[src/rtl/rv32i_types.sv]
// rtl/rv32i_types.sv - shared line/burst types for the LLC memory path.
package rv32i_types;

    localparam int BURST_WIDTH     = 64;
    localparam int BURSTS_PER_LINE = 4;
    localparam int LINE_WIDTH      = BURST_WIDTH * BURSTS_PER_LINE;

    typedef logic [31:0]            rv32i_word;
    typedef logic [LINE_WIDTH-1:0]  llc_cacheline;
    typedef logic [BURST_WIDTH-1:0] llc_burst;

endpackage

[src/rtl/cacheline_adaptor.sv]
// rtl/cacheline_adaptor.sv - converts 256-bit line requests into four 64-bit memory beats.
// Optional: CACHELINE_ADAPTOR_RESP_BYPASS_EN drops DONE and signals resp_o with the last beat.
import rv32i_types::*;

module cacheline_adaptor (
    input  logic         clk,
    input  logic         rst,
    input  logic         read_i,
    input  logic         write_i,
    input  rv32i_word    address_i,
    input  llc_cacheline line_i,
    output llc_cacheline line_o,
    output logic         resp_o,
    output logic         read_o,
    output logic         write_o,
    output rv32i_word    address_o,
    output llc_burst     burst_o,
    input  llc_burst     burst_i,
    input  logic         resp_i
);

`ifdef CACHELINE_ADAPTOR_RESP_BYPASS_EN
    typedef enum logic [1:0] {IDLE, READ, WRITE} state_t;
`else
    typedef enum logic [1:0] {IDLE, READ, WRITE, DONE} state_t;
`endif

    state_t       state, state_next;
    logic [1:0]   beat_cnt;
    rv32i_word    addr_q;
    llc_cacheline rd_line;
    llc_cacheline wr_line;
    logic         resp_q;
    logic         last_beat;
    logic         accept_rd;
    logic         accept_wr;

    // resp_q blocks acceptance for one cycle after completion so a request
    // still held high while the arbiter reacts to resp_o is not serviced twice.
    assign accept_rd = (state == IDLE) && !resp_q && read_i;
    assign accept_wr = (state == IDLE) && !resp_q && !read_i && write_i;
    assign last_beat = resp_i && (beat_cnt == 2'd3);

    always_comb begin
        state_next = state;
        resp_o     = 1'b0;
        case (state)
            IDLE: begin
                if (accept_rd) begin
                    state_next = READ;
                end else if (accept_wr) begin
                    state_next = WRITE;
                end
            end
            READ, WRITE: begin
                if (last_beat) begin
`ifdef CACHELINE_ADAPTOR_RESP_BYPASS_EN
                    resp_o     = 1'b1;
                    state_next = IDLE;
`else
                    state_next = DONE;
`endif
                end
            end
`ifndef CACHELINE_ADAPTOR_RESP_BYPASS_EN
            DONE: begin
                resp_o     = 1'b1;
                state_next = IDLE;
            end
`endif
            default: state_next = IDLE;
        endcase
    end

    always_ff @(posedge clk) begin
        if (rst) begin
            state    <= IDLE;
            beat_cnt <= 2'd0;
            addr_q   <= '0;
            rd_line  <= '0;
            wr_line  <= '0;
            resp_q   <= 1'b0;
        end else begin
            state  <= state_next;
            resp_q <= resp_o;
            if (accept_rd || accept_wr) begin
                addr_q   <= address_i;
                beat_cnt <= 2'd0;
            end
            if (accept_wr) begin
                wr_line <= line_i;
            end
            // The counter saturates at 3; the next acceptance clears it.
            if ((state == READ || state == WRITE) && resp_i) begin
                if (state == READ) begin
                    rd_line[BURST_WIDTH*beat_cnt +: BURST_WIDTH] <= burst_i;
                end
                if (beat_cnt != 2'd3) begin
                    beat_cnt <= beat_cnt + 2'd1;
                end
            end
        end
    end

    assign read_o    = (state == READ);
    assign write_o   = (state == WRITE);
    assign address_o = {addr_q[31:5], 5'b0};
    assign burst_o   = wr_line[BURST_WIDTH*beat_cnt +: BURST_WIDTH];

`ifdef CACHELINE_ADAPTOR_RESP_BYPASS_EN
    assign line_o = (state == READ && last_beat) ? {burst_i, rd_line[LINE_WIDTH-BURST_WIDTH-1:0]}
                                                 : rd_line;
`else
    assign line_o = rd_line;
`endif

endmodule
[config.mk]
export PLATFORM = sky130hd
export DESIGN_NAME = cacheline_adaptor
export DESIGN_NICKNAME = d
export VERILOG_FILES = /design/src/rtl/rv32i_types.sv /design/src/rtl/cacheline_adaptor.sv
export SDC_FILE = /design/constraint.sdc
export NUM_CORES = 1
export LEC_CHECK = 0
export CAP_MARGIN = 0
export CORE_AREA = 2 2 275 277
export CTS_CLUSTER_DIAMETER = 200
export DETAILED_ROUTE_END_ITERATION = 12
export DIE_AREA = 0 0 277 279
export PLACE_DENSITY_LB_ADDON = 0.05
export SETUP_SLACK_MARGIN = 0.02
export SLEW_MARGIN = 0
export SYNTH_ARGS = -nofsm -noshare
export SYNTH_HDL_FRONTEND = slang
export SYNTH_SLANG_ARGS = --single-unit
export TNS_END_PERCENT = 100
[constraint.sdc]
create_clock -name clk -period 2.7 [get_ports clk]
set_input_delay 0.54 -clock clk [delete_from_list [all_inputs] [get_ports clk]]
set_output_delay 0.54 -clock clk [all_outputs]
set_load 0.05 [all_outputs]
# Word level (Yosys, flattened, before mapping)
# Cells that the tools add are included.
# op_classes
mux	9
n_reduce_logical	14
eq_ne	7
magnitude_cmp	0
bitwise_logic	0
n_addsub	2
multipliers	0
div	0
shift	3
# op_table
op	n
$bwmux W256	1
$shift A64 B34 Y256 const A	1
$shiftx A256 B9 Y64	1
$shiftx A64 B34 Y256	1
$neg A8 Y34	1
$mux W2	6
$eq A2 B2 Y1 const B	3
$logic_and A1 B1 Y1	6
$pmux W2 S3	1
$ne A2 B2 Y1 const B	2
$reduce_and A2 Y1	2
$ne A3 B3 Y1 const B	1
$add A2 B1 Y2 const B	1
$eq A2 B1 Y1 const B	1
$logic_not A1 Y1	2
$logic_not A2 Y1	1
$logic_or A1 B1 Y1	2
$reduce_or A2 Y1	1
$mux W1	1
# word_totals
input_bits	357
out_inout_bits	355
ff_bits	549
ramBits	0
latch_bits	0
n_memories	0
rom_bits	0

# Depth between registers and ports, before layout
# depth
word_depth	8
mapped_depth	10

# Worst setup path after synthesis
# Ideal clock, no wire load.
# synth_path
path_type	flip-flop to flip-flop
startpoint	register beat_cnt[0]
endpoint	register rd_line[10] (netlist: line_o[10])
slack_ns	0.502
period_less_slack_ns	2.198
path_buffers	5
required_time_ns	2.635
arrival_ns	2.133
setup_time_ns	0.065
path_stages_with_launch	11
path_cell_list	dfxtp_1 > buf_2 > buf_4 > buf_4 > inv_1 > ha_1 > nor4bb_1 > buf_2 > buf_2 > a32oi_1 > nor2_1
# synth_between
elab_chain_cells	3
word_cells_on_any_way	4
cone_classes	1 x add/sub; 2 x shift; 1 x mux
# synth_rtl
item	line_no	source
from (decl)	cacheline_adaptor.sv:29	logic [1:0] beat_cnt;
from (signal assigned)	cacheline_adaptor.sv:99	beat_cnt <= beat_cnt + 2'd1;
$neg A8 Y34 (*)	cacheline_adaptor.sv:96	rd_line[BURST_WIDTH*beat_cnt +: BURST_WIDTH] <= burst_i;
$shiftx A64 B34 Y256 / $shift A64 B34 Y256 (equally long branches)	cacheline_adaptor.sv:96	
$bwmux W256 (*)	cacheline_adaptor.sv:96	
to (signal, indexed assignment)	cacheline_adaptor.sv:96	
to (decl)	cacheline_adaptor.sv:31	llc_cacheline rd_line;
# Mark *: on every way between the ends. The rest lies on a longest branch, timed or not.
# A chain may end at the register's enable or synchronous reset.

# Final worst setup path
# layout_path
startpoint	register beat_cnt[0]
endpoint	output burst_o[46]
# layout_between
elab_chain_cells	1
# layout_rtl
item	line_no	source
$shiftx A256 B9 Y64	cacheline_adaptor.sv:108	assign burst_o = wr_line[BURST_WIDTH*beat_cnt +: BURST_WIDTH];
to (decl)	cacheline_adaptor.sv:17	output llc_burst burst_o,
# No other way between the ends.

==> run_results.csv <==
group,metric,value,unit
status,outcome,"finished clean",
clocking,hold_buffers,0,
sta,timing.fmax,373.1,MHz
sta,hold_viol_final,0,
logic_synthesis,ys_top_cells_by_area,"dfxtp_1 (52%), a32oi_1 (11%), nand2_1 (9.3%)",
die,initial_core_util,28.01,%
detailed_routing,viasPerCell,5.013,
final_layout,final_nets,3242,
die,rows,100,
detailed_routing,drc,0,
detailed_routing,wl_per_cell,22.87,µm
sta,fin_crit,2.680,ns
pwr,p_per_area,767.6,nW/µm²
die,die_h,279,µm
logic_synthesis,synthXorXnorAreaFrac,0,%
logic_synthesis,synth_top_family_by_area,"compound AO/OA/AOI/OAI gates",
clocking,clock_latency,0.63,ns
logic_synthesis,synth-compound-area-share,18.59,%
logic_synthesis,synth_adder_area_share,0.5428,%
sta,rsz0062_at_grt,"true",
die,design.core.area,74070,µm²
clocking,clk_pin_slew,0.06,ns
clocking,htreeDepth,2,
logic_synthesis,ys_ff_latch,544,
logic_synthesis,yosys.area.top_type,"dfxtp_1",
setup_path,crit_chain,"bufbuf_16, mux4_2, buf_4",
detailed_routing,routed_wirelength,89.25,mm
logic_synthesis,yosys.area.top_type_share,52.49,%
setup_path,crit_family,"buffers and inverters",
placed_design,pre_cts_ws,0.3342,ns
grt,grt-ovfl-total,0,
worst_hold_path,hold_path_class,"input port to flop",
sta,worst_slack,0.01988,ns
setup_path,endpoint_kind,"primary output",
sta,slew_violations,0,
grt,grt_pass1_wl,130.8,mm
clocking,clk_path_buf_depth,3,
setup_path,path_max_fanout,8,
setup_path,crit_arrival,2.14,ns
sta,tns,0,ns
setup_path,worstSetupStartpointType,"flop",
logic_synthesis,async_flop_share,0,%
logic_synthesis,syn_avg_cell_area,9.208,µm²
logic_synthesis,ys_seq_area_share,52.49,%
sta,relSlewSlack,47.51,%
die,die_width,277,µm
logic_synthesis,ys.flop_type,"dfxtp_1",
logic_synthesis,netlist-cell-type-count,32,
final_layout,final_core_util,41.90,%
sta,setup_viol,0,
clocking,numCtsBuffers,61,
clocking,root_buffer,"clkbuf_16",
grt,grt_pass1_vias,19590,
logic_synthesis,yosys.area_share.simple,15.43,%
detailed_routing,final_antenna_net_count,0,
logic_synthesis,netlist_area,20750,µm²
setup_path,path_buf_inv,2,
sta,min_period_over_period,99.26,%
grt,antenna_found_initial,25,
setup_path,crit_required,2.16,ns
logic_synthesis,yosysWarnings,0,
clocking,clock_sinks,544,
grt,grt_start_max_net_pins,118,
logic_synthesis,synthCells,2253,
placed_design,numPortBuffers,701,
final_layout,drive_gt1_share,10.99,%
pwr,p_leak,10.80,nW
grt,grt_usage,22.14,%
placed_design,globalplace.congestion,0.8130,
clocking,tritoncts,"yes",
logic_synthesis,synth_edf_count,0,
detailed_routing,drt-pass1-iter-count,6,
die,io_pins,712,
die,die-area,77280,µm²
pwr,power,23.82,mW
sta,worst_pin_slew,0.7849,ns
logic_synthesis,muxShareOfSynthArea,6.996,%
placed_design,dp_hpwl,61.88,mm
job,max-cap-violations,0,
setup_path,slowest_delay,0.50,ns
final_layout,syn_to_final_growth,49.60,%
detailed_routing,drt-initial-drc-count,1188,
pwr,ir_worst_vdd,0.5085,mV
setup_path,critPathKind,"flop to primary output",
setup_path,cpMaxStageDelayCell,"mux4_2",
detailed_routing,vias,19570,
sta,final.setup_skew,0.02265,ns
-- per-layer routing --
metal,track usage (%),part of all wire [%]
met1,26.17,40
met2,36.97,48
met3,8.560,9.3
met4,6.954,2.8
met5,0,0.17
-- cell usage after synthesis, types with 3 or more instances --
| master | count |
|---|---|
| a32oi_1 | 256 |
| nor2b_1 | 3 |
| nand2b_1 | 4 |
| buf_6 | 26 |
| nor2_1 | 258 |
| mux4_2 | 64 |
| o21ai_0 | 28 |
| dfxtp_1 | 544 |
| buf_4 | 12 |
| nand2_1 | 514 |
| nand3_1 | 32 |
| clkbuf_1 | 109 |
| a21oi_1 | 285 |
| ha_1 | 9 |
| buf_1 | 6 |
| buf_2 | 80 |
| inv_1 | 4 |
-- repair_timing --
action / 4_1_cts / 5_1_grt
resized for setup: 27 / 13
pin swaps: 0 / 0
buffers inserted: 2 / 2
setup endpoints to repair: 65 / 49
endpoints found under the hold margin: 0 / 0
gates cloned: 2 / 1
-- cells in the final DEF, fill, tap and decap left out, types with 19 or more instances in the layout --
cell / instances
clkbuf_1: 21
a21oi_1: 285
clkbuf_16: 62
mux4_2: 64
dfxtp_1: 542
clkdlybuf4s50_1: 634
nand3_1: 28
nor2_1: 258
a32oi_1: 256
buf_12: 38
buf_4: 81
nand2_1: 514
clkbuf_8: 19
buf_6: 24
o21ai_0: 28
-- logic make-up (layout without fill, tap and decap cells) --
group           after synthesis  in the layout
simple gates                822            822
compound gates              575            575
fa+ha+maj                     9              9
mux                          65             65
buf+inv                     237            902
flops                       544            544
other cells                   1             17
-- registers in the layout, indices dropped and copies added (netlist names) --
signal,count
line_o,256
wr_line,256
addr_q,27
beat_cnt,2
state,2
resp_q,1
-- per-stage QoR --
step	cell area [µm²]	hold slack, ns	instances
2_1_floorplan	20760	0.4331	2257
3_3_place_gp	28810	0.4397	3775
3_5_place_dp	28810	0.4449	3775
4_1_cts	30910	0.2515	3888
5_1_grt	31020	0.2767	3897
6_report	31040	0.2837	3903
-- power by group --
group          switching (mW)  internal (mW)
Combinational            4.23           2.45
Sequential              0.334           8.67
Clock                    3.40           4.74
-- worst paths after layout --
check	from	to	slack (ns)	depth (start not counted)
max	beat_cnt[0]	burst_o[46]	0.02	3
min	rst	line_o[55]	0.28	2
max reg2reg	beat_cnt[0]	line_o[204]	0.31	7
min reg2reg	wr_line[166]	wr_line[166]	0.45	2
-- cell type report --
cell class              count  area (µm²)
inverters                   4       15.01
clock inverters             8       67.56
multi-input cells        1476        8725
clock buffers             101        1867
flip-flops and latches    544       10900
well taps                 969        1212
diodes                     12       30.03
repair buffers            789        8222
fillers                  7339       43040
-- worst register-to-register path, stage by stage, from the launching register on --
cell      delay [ns]
dfxtp_4         0.46
buf_4           0.22
inv_1           0.11
ha_1            0.42
nor4bb_4        0.37
buf_12          0.35
a32oi_1         0.26
nor2_1          0.13
No activity file was read; power rests on OpenSTA's default activity.
